### src/rtl/div3_pkg.sv
// -----------------------------------------------------------------------------
// div3_pkg
// Shared types and helpers for the divide-by-3 serial stream blocks.
//   div3_state_e : transmitter FSM states
//   div3_res_t   : 2-bit residue (mod 3)
//   div3_step_t  : result of one MSB-first serial division step
//   div3_step()  : (res, bit) -> (next_res, qbit)
// -----------------------------------------------------------------------------
package div3_pkg;

    typedef enum logic [1:0] {
        StIdle  = 2'd0,
        StShift = 2'd1,
        StGap   = 2'd2
    } div3_state_e;

    typedef logic [1:0] div3_res_t;

    typedef struct packed {
        div3_res_t next_res;
        logic      qbit;
    } div3_step_t;

    // Remainder code that is out of range for a divide-by-3.
    localparam logic [1:0] BadRem = 2'd3;

    // One long-division step: t = 2*res + b, qbit = (t >= 3), next_res = t mod 3.
    function automatic div3_step_t div3_step(input div3_res_t res, input logic b);
        div3_step_t s;
        logic [2:0] t;
        t = {res, b};
        s.qbit = (t >= 3'd3);
        unique case (t)
            3'd0, 3'd3, 3'd6: s.next_res = 2'd0;
            3'd1, 3'd4, 3'd7: s.next_res = 2'd1;
            default:          s.next_res = 2'd2;
        endcase
        return s;
    endfunction

endpackage

### src/rtl/div3_residue.sv
// -----------------------------------------------------------------------------
// div3_residue
// Serial MSB-first divide-by-3 datapath: tracks the running residue and
// reports the quotient bit produced by the current input bit.
// Ports:
//   clock      : clock, rising edge
//   reset      : synchronous active-low reset
//   clear_i    : restart residue at 0 (start of a new frame)
//   step_en_i  : consume bit_i this cycle
//   bit_i      : dividend bit, MSB first
//   res_o      : current residue (after all consumed bits)
//   qbit_o     : quotient bit for bit_i given the current residue
// -----------------------------------------------------------------------------
module div3_residue
    import div3_pkg::*;
(
    input  logic      clock,
    input  logic      reset,
    input  logic      clear_i,
    input  logic      step_en_i,
    input  logic      bit_i,
    output div3_res_t res_o,
    output logic      qbit_o
);

    div3_res_t  res_q, res_d;
    div3_step_t step;

    always_comb begin
        step  = div3_step(res_q, bit_i);
        res_d = res_q;
        if (clear_i) begin
            res_d = '0;
        end else if (step_en_i) begin
            res_d = step.next_res;
        end
    end

    always_ff @(posedge clock) begin
        if (!reset) begin
            res_q <= '0;
        end else begin
            res_q <= res_d;
        end
    end

    assign res_o  = res_q;
    assign qbit_o = step.qbit;

endmodule

### src/rtl/div3_stream_tx.sv
// -----------------------------------------------------------------------------
// div3_stream_tx
// Accepts a quotient/remainder pair (q, r), rebuilds d = 3*q + r as a W+2-bit
// word and streams it MSB-first with first/last framing, followed by GAP idle
// cycles. r == 3 is accepted but treated as 0 and flagged on bad_rem.
// Optional self-check (define DIV3_STREAM_TX_SELFCHECK_EN): runs a serial
// divide-by-3 over the emitted bits and sets sticky chk_err if the recovered
// quotient/remainder disagree with the latched pair.
// Ports:
//   clock, reset            : clock and synchronous active-low reset
//   in_valid/in_ready       : input handshake (ready only in IDLE)
//   in_quot[W-1:0], in_rem  : pair to transmit
//   out_bit/out_valid/out_ready : serial output handshake
//   out_first, out_last     : MSB / LSB markers
//   bad_rem                 : one-cycle pulse after accepting r == 3
//   chk_err                 : sticky self-check error (0 when check absent)
// -----------------------------------------------------------------------------
module div3_stream_tx
    import div3_pkg::*;
#(
    parameter int unsigned W   = 8,
    parameter int unsigned GAP = 1
) (
    input  logic         clock,
    input  logic         reset,
    input  logic         in_valid,
    output logic         in_ready,
    input  logic [W-1:0] in_quot,
    input  logic [1:0]   in_rem,
    output logic         out_bit,
    output logic         out_valid,
    input  logic         out_ready,
    output logic         out_first,
    output logic         out_last,
    output logic         bad_rem,
    output logic         chk_err
);

    localparam int unsigned   DW      = W + 2;
    localparam int unsigned   CW      = $clog2(DW);
    localparam logic [CW-1:0] CntTop  = CW'(W + 1);
    localparam logic [3:0]    GapLoad = (GAP > 0) ? 4'(GAP - 1) : 4'd0;

    div3_state_e   state_q, state_d;
    logic [CW-1:0] cnt_q, cnt_d;
    logic [DW-1:0] d_q, d_d;
    logic [3:0]    gap_q, gap_d;
    logic          bad_q, bad_d;

    logic          xfer, beat;
    logic [1:0]    r_eff;
    logic [DW-1:0] d_new;

    assign xfer  = in_valid && in_ready;
    assign beat  = out_valid && out_ready;
    assign r_eff = (in_rem == BadRem) ? 2'd0 : in_rem;
    assign d_new = (DW'(in_quot) << 1) + DW'(in_quot) + DW'(r_eff);

    // FSM: state register
    always_ff @(posedge clock) begin
        if (!reset) begin
            state_q <= StIdle;
        end else begin
            state_q <= state_d;
        end
    end

    // FSM: next state
    always_comb begin
        state_d = state_q;
        unique case (state_q)
            StIdle: begin
                if (xfer) state_d = StShift;
            end
            StShift: begin
                if (beat && cnt_q == '0) state_d = (GAP > 0) ? StGap : StIdle;
            end
            StGap: begin
                if (gap_q == '0) state_d = StIdle;
            end
            default: state_d = StIdle;
        endcase
    end

    // FSM: outputs
    always_comb begin
        in_ready  = (state_q == StIdle);
        out_valid = (state_q == StShift);
        out_bit   = out_valid && d_q[cnt_q];
        out_first = out_valid && (cnt_q == CntTop);
        out_last  = out_valid && (cnt_q == '0);
        bad_rem   = bad_q;
    end

    // Datapath next state
    always_comb begin
        cnt_d = cnt_q;
        d_d   = d_q;
        gap_d = gap_q;
        bad_d = 1'b0;
        if (xfer) begin
            cnt_d = CntTop;
            d_d   = d_new;
            bad_d = (in_rem == BadRem);
        end
        // Counter parks at 0 after the last beat so d_q is never indexed out of range.
        if (beat && cnt_q != '0) begin
            cnt_d = cnt_q - CW'(1);
        end
        if (beat && cnt_q == '0) begin
            gap_d = GapLoad;
        end else if (state_q == StGap && gap_q != '0) begin
            gap_d = gap_q - 4'd1;
        end
    end

    always_ff @(posedge clock) begin
        if (!reset) begin
            cnt_q <= '0;
            d_q   <= '0;
            gap_q <= '0;
            bad_q <= 1'b0;
        end else begin
            cnt_q <= cnt_d;
            d_q   <= d_d;
            gap_q <= gap_d;
            bad_q <= bad_d;
        end
    end

`ifdef DIV3_STREAM_TX_SELFCHECK_EN
    logic [W-1:0] q_q, q_d;
    div3_res_t    r_q, r_d;
    logic [W-1:0] qrec_q, qrec_d;
    logic         pend_q, pend_d;
    logic         err_q, err_d;
    div3_res_t    res;
    logic         qbit;

    div3_residue u_residue (
        .clock     (clock),
        .reset     (reset),
        .clear_i   (xfer),
        .step_en_i (beat),
        .bit_i     (out_bit),
        .res_o     (res),
        .qbit_o    (qbit)
    );

    // Compare one cycle after the last beat, when the residue register holds
    // the final remainder; a back-to-back transfer only clears it at the edge.
    always_comb begin
        q_d    = q_q;
        r_d    = r_q;
        qrec_d = qrec_q;
        err_d  = err_q;
        pend_d = beat && out_last;
        if (xfer) begin
            q_d    = in_quot;
            r_d    = r_eff;
            qrec_d = '0;
        end
        if (beat) begin
            qrec_d = {qrec_q[W-2:0], qbit};
        end
        if (pend_q && (qrec_q != q_q || res != r_q)) begin
            err_d = 1'b1;
        end
    end

    always_ff @(posedge clock) begin
        if (!reset) begin
            q_q    <= '0;
            r_q    <= '0;
            qrec_q <= '0;
            pend_q <= 1'b0;
            err_q  <= 1'b0;
        end else begin
            q_q    <= q_d;
            r_q    <= r_d;
            qrec_q <= qrec_d;
            pend_q <= pend_d;
            err_q  <= err_d;
        end
    end

    assign chk_err = err_q;
`else
    assign chk_err = 1'b0;
`endif

endmodule

### config.mk
export PLATFORM = sky130hd
export DESIGN_NAME = div3_stream_tx
export DESIGN_NICKNAME = d
export VERILOG_FILES = /design/src/rtl/div3_pkg.sv /design/src/rtl/div3_residue.sv /design/src/rtl/div3_stream_tx.sv
export SDC_FILE = /design/constraint.sdc
export NUM_CORES = 1
export LEC_CHECK = 0
export ABC_AREA = 1
export CORE_UTILIZATION = 40
export DETAILED_ROUTE_END_ITERATION = 16
export PLACE_DENSITY_LB_ADDON = 0.12
export SLEW_MARGIN = 25
export SYNTH_ARGS = -nofsm -noshare
export SYNTH_HDL_FRONTEND = slang
export SYNTH_SLANG_ARGS = --single-unit
### constraint.sdc
create_clock -name clock -period 3.4 [get_ports clock]
set_clock_uncertainty 0.15 [all_clocks]
set_input_delay 0.68 -clock clock [delete_from_list [all_inputs] [get_ports clock]]
set_output_delay 0.68 -clock clock [all_outputs]
set_load 0.03 [all_outputs]
==> results of run 1 <==
## metal layers
metal / global-route usage / part of all wire
met5: 0 / 0
met2: 0.2630 / 0.42
met1: 0.2066 / 0.54
met3: 0.04225 / 0.031
met4: 0.01667 / 0.0066
## final timing paths
check | startpoint | end | slack [ns]
worst max-delay path | cnt_q[0] | out_bit | 0.40
worst min-delay path | gap_q[1] | gap_q[1] | 0.32
worst max register to register | cnt_q[0] | gap_q[2] | 1.68
worst min register to register | gap_q[1] | gap_q[1] | 0.32
## logic make-up (layout without fill, tap and decap cells)
logic type	Yosys count	after routing	share of synthesized area
buffers and inverters	52	71	0.1343
other	1	1	0.002382
AND/OR/NAND/NOR	98	98	0.2909
flip-flops	21	21	0.2671
XOR/XNOR	5	5	0.02783
AO/OA/AOI/OAI	30	30	0.1010
adder cells (fa/ha/maj)	21	21	0.1765
## power by group through the flow
stage / clock, mW / combinational [mW] / sequential (mW)
4_1_cts: 0.168 / 0.219 / 0.278
3_3_place_gp: 0 / 0.216 / 0.284
3_5_place_dp: 0 / 0.217 / 0.284
5_1_grt: 0.180 / 0.251 / 0.281
6_report: 0.164 / 0.215 / 0.278
2_1_floorplan: 0 / 0.166 / 0.279
## tightest hold or removal path, cell delays in order (launching register included)
cell and delay (ns):
dfxtp_1 0.31, nand2_1 0.06, a21oi_1 0.05
## placed cells by master, fill, tap and decap left out, types with 2 or more instances in the layout
cell,count
inv_1,45
clkdlybuf4s50_1,19
nand3b_1,3
o21ai_0,4
inv_2,3
o22ai_1,2
clkbuf_8,3
xor2_1,3
nor2_1,17
a21oi_1,17
nand3_2,2
fa_1,2
ha_1,19
nand2_1,42
o21ai_1,5
or2_0,2
dfxtp_1,21
nand2_2,5
nand3_1,22
xnor2_1,2
## final cells by class
cell class	count	share of cell area
clock inverters	1	0.002721
repair buffers	19	0.1034
flip-flops and latches	21	0.2286
multi-input cells	155	0.5122
inverters	48	0.09796
well taps	48	0.03265
clock buffers	3	0.02245
## flip-flops by register name, summed over array words and instances (netlist names)
signal	cells
cnt_q	4
gap_q	4
state_q	2
d_q	10
bad_rem	1
==> metrics, run 1 <==
outcome complete, no violations; Core Area 3716 um2; PwrDens 357.3 nW/um2; Crit. path cell count 7; Vias between 1000 and 1500; Worst-Skew Late Latency 0.26 ns; Hold Path Class flop to flop; initial antenna violation count 0; Crit Path Category flop to output pin; Final Cycle Share 0.8831; Post-synth top flop dfxtp_1; FF/Latch Area ~420 um2; # nets final 283; Crit-path slowest cell clkdlybuf4s50_1; top-count cell post-synth inv_1; DR WL/cell between 9 and 10 um; number of global-route vias before repair 1277; Fill cells approximately 400; CTS tree built; syn avg cell area 6.904 um2; Fmax 333.1 MHz; Logic pwr share 0.327; Gates resized, CTS repair 0; Cells after Synth 228; gr usage total 0.1574; multi-input logic area ~940 um2; hold_ws 0.3175 ns; n_diodes 0; number of max-cap violations 0; Placement Rows 22; initial drt markers 31; effective utilization at floorplan 0.4236; Seq pwr share 0.423; switching portion of total power 0.3369; cell family with most CP delay buffers and inverters; Syn Nets 263; IO Port Bufs 19; Worst Slack Setup Final 0.3976 ns; DP Area between 1500 and 2000 um2; crit-path cells inv_1, nand2_1, nand3_1, nand3_1, nand3_1, a21oi_1, clkdlybuf4s50_1; first-pass detailed-route iteration total 5; largest net degree at the start of global routing 17; Tot Pwr 657.1 uW; Buf+Inv Stages, Crit Path 2; ratio of cells with drive above 1 in the final layout 0.06883; Die X 64.73 um; Final Routed Wirelength around 2900 um; CP Launch Type flop; placed cell count around 290; final hold violation count 0; Worst Reg-to-Reg Cells 8; H-tree depth 1; P_int 435.7 uW; first-pass GRT wire length 5285 um; Yosys top cell area share 0.2671; hold buffers post-CTS 0; post-route antenna net violation count 0; Ports 21; sequential fraction of the synthesis area 0.2671; Remaining DRCs 0; Synth Cell Area 1574 um2; post-route minimum period around 3 ns; TritonCTS buffer count 3; largest area contributor in the netlist dfxtp_1; Synth cell types 29; Yosys reg bits 21; post-route cell area 1839 um2; Commonest cells post-synth inv_1, nand2_1, nand3_1; dpl hpwl 2273 um; DR vias/cell approximately 4.6; Worst Hold Depth 2; yosys warns 0; CTS Sinks 21; ys async rst share 0; Most common cell on crit path nand3_1; Net Switching 221.4 uW; GP Congestion 0.8389; Area growth, synth to finish 16.85%; setup bufs post-CTS 0; GRT Residual Overflow 0; Crit. End Element output pin; Post-synth EDFFs 0; Final Slew Violations 0; RSZ-0062 raised after global routing no; Cell Count, Final, Fillers Out between 200 and 300; Area contributors post-synth dfxtp_1, ha_1, inv_1, nand2_1, nand3_1; clock buffer depth 2; die area 4190 um2; CP peak stage delay 0.69 ns; Worst Path Required 2.57 ns; Arrival @ worst endpoint roughly 2.2 ns; CTS clk-pin slew, worst paths 0.08 ns; Final setup viols 0; clock root cell clkbuf_8; post-route setup TNS 0 ns; chip height 64.73 um; Clk pwr share 0.250; dpl ws 0.1844 ns; Finished Core Util 0.4949; leakage 0.9230 nW; CP Max Fanout 11; IR drop worst, VDD 0.2246 mV
No activity file was read; power rests on OpenSTA's default activity.
==> run 2, diff against run 1 <==
Settings changed: CORE_MARGIN set to 1.5, CORE_UTILIZATION 40 to 55, HOLD_SLACK_MARGIN set to 0.15.
==> run 2 against run 1 <==
First-iteration DRC count increased by 100%. Cell area fell by 2.2%. Worst setup slack got worse by 0.045 ns. Critical endpoint unchanged. Final cell count shrank 5.8%. Clock power down 28%. Critical path depth stayed put. Largest cell class unchanged. Die area decreased by 24%. Clock-buffer cell count rose by 1. Utilization grew 16 points.
==> metrics, run 2 (synthesis gave the netlist of run 1 again) <==
outcome complete, no violations; FF/Latch Area 420.4 um2; Ports 21; Reg with most FFs d_q; n_diodes 0; dpl hpwl 2139 um; Arrival @ worst endpoint 2.22 ns; number of max-cap violations 0; setup bufs post-CTS 0; CTS clk-pin slew, worst paths 0.11 ns; die area 3192 um2; Most common cell on crit path nand3_1; CP peak stage delay approximately 0.68 ns; PwrDens 338.6 nW/um2; Worst Path Required 2.57 ns; Core Area 2734 um2; Final Slew Violations 0; CTS Sinks 21; Final Routed Wirelength about 2700 um; TritonCTS buffer count 3; post-route cell area 1798 um2; IR drop worst, VDD about 0.23 mV; Crit Path Category flop to output pin; max reg flops 10; chip height roughly 56 um; Finished Core Util 0.6577; post-route antenna net violation count 0; commonest non-fill, non-tap cell in the layout inv_1; largest registers d_q x10, cnt_q x4, gap_q x4; placed cell count 274; Placement Rows 19; commonest non-fill, non-tap cells in the layout inv_1, nand2_1, nand3_1, dfxtp_1; CP Launch Type flop; first-pass GRT wire length between 4000 and 5000 um; Hold Path Class flop to flop; Die X 56.50 um; initial antenna violation count 0; Cell Count, Final, Fillers Out 278; final hold violation count 0; dpl ws 0.1984 ns; post-route setup TNS 0 ns; number of global-route vias before repair 1158; gr usage total 0.1881; effective utilization at floorplan 0.5757; multi-input logic area ~940 um2; Tot Pwr 608.7 uW; CTS tree built; first-pass detailed-route iteration total 4; post-route minimum period 3.047 ns; DR vias/cell between 4 and 5; # nets final 283; Crit. End Element output pin; DP Area 1772 um2; RSZ-0062 raised after global routing no; Final Cycle Share 0.8963; Area growth, synth to finish 14.23%; Vias 1363; GP Congestion 0.8405; IO Port Bufs 19; Worst-Skew Late Latency 0.30 ns; Gates resized, CTS repair 0; initial drt markers between 60 and 70; hold buffers post-CTS 0; ratio of cells with drive above 1 in the final layout 0.06478; Fmax approximately 330 MHz; Fill cells 258; Crit-path slowest cell clkdlybuf4s50_1; clock root cell clkbuf_4; DR WL/cell 9.633 um; hold_ws 0.3113 ns; crit-path cells inv_1, nand2_1, nand3_1, nand3_1, nand3_1, a21oi_1, clkdlybuf4s50_1; CP Max Fanout 11; leakage between 0.9 and 1 nW; Final setup viols 0; GRT Residual Overflow 0; H-tree depth 1; clock buffer depth 2; Remaining DRCs 0; Worst Slack Setup Final 0.3526 ns; largest net degree at the start of global routing 17
run 2: final timing paths:
kind,startpoint,slack (ns),endpoint,depth (start not counted)
setup / recovery,cnt_q[0],0.35,out_bit,7
hold / removal,d_q[1],0.31,d_q[1],2
setup reg to reg,cnt_q[0],1.65,gap_q[2],8
hold reg to reg,d_q[1],0.31,d_q[1],2
run 2: worst max-delay path, delay by kind of cell (launching register included):
family	cells	cell delay (ns)
DFF	1	0.56
AOI/OAI and AO/OA	1	0.14
and+or+nand+nor	4	0.34
buffers and inverters	2	0.88
run 2: cell type report:
cell class                 instances  share of cell area
timing repair buffer              19              0.1058
clock buffer                       4             0.01461
sequential                        21              0.2338
multi-input combinational        155              0.5240
tap                               31             0.02157
inverter                          48              0.1002
run 2: report_power, final:
part | switching (mW) | internal (mW) | leakage, nW | total (mW)
logic | 0.123 | 0.0891 | 0.725 | 0.212
registers | 0.0140 | 0.265 | 0.173 | 0.279
clock network | 0.0718 | 0.0457 | 0.0150 | 0.118
total | 0.209 | 0.400 | 0.913 | 0.609
run 2: metal layers:
layer / global-route usage / part of all wire
met1: 0.2722 / 0.53
met2: 0.2957 / 0.45
met3: 0.01382 / 0.016
met4: 0.06122 / 0.0067
met5: 0 / 0
==> run 3, diff against run 2 <==
Settings changed: SKIP_CTS_REPAIR_TIMING set to 1.
==> results of run 3 <==
Same layout as run 2: the final DEF is identical, and so are final timing and power.
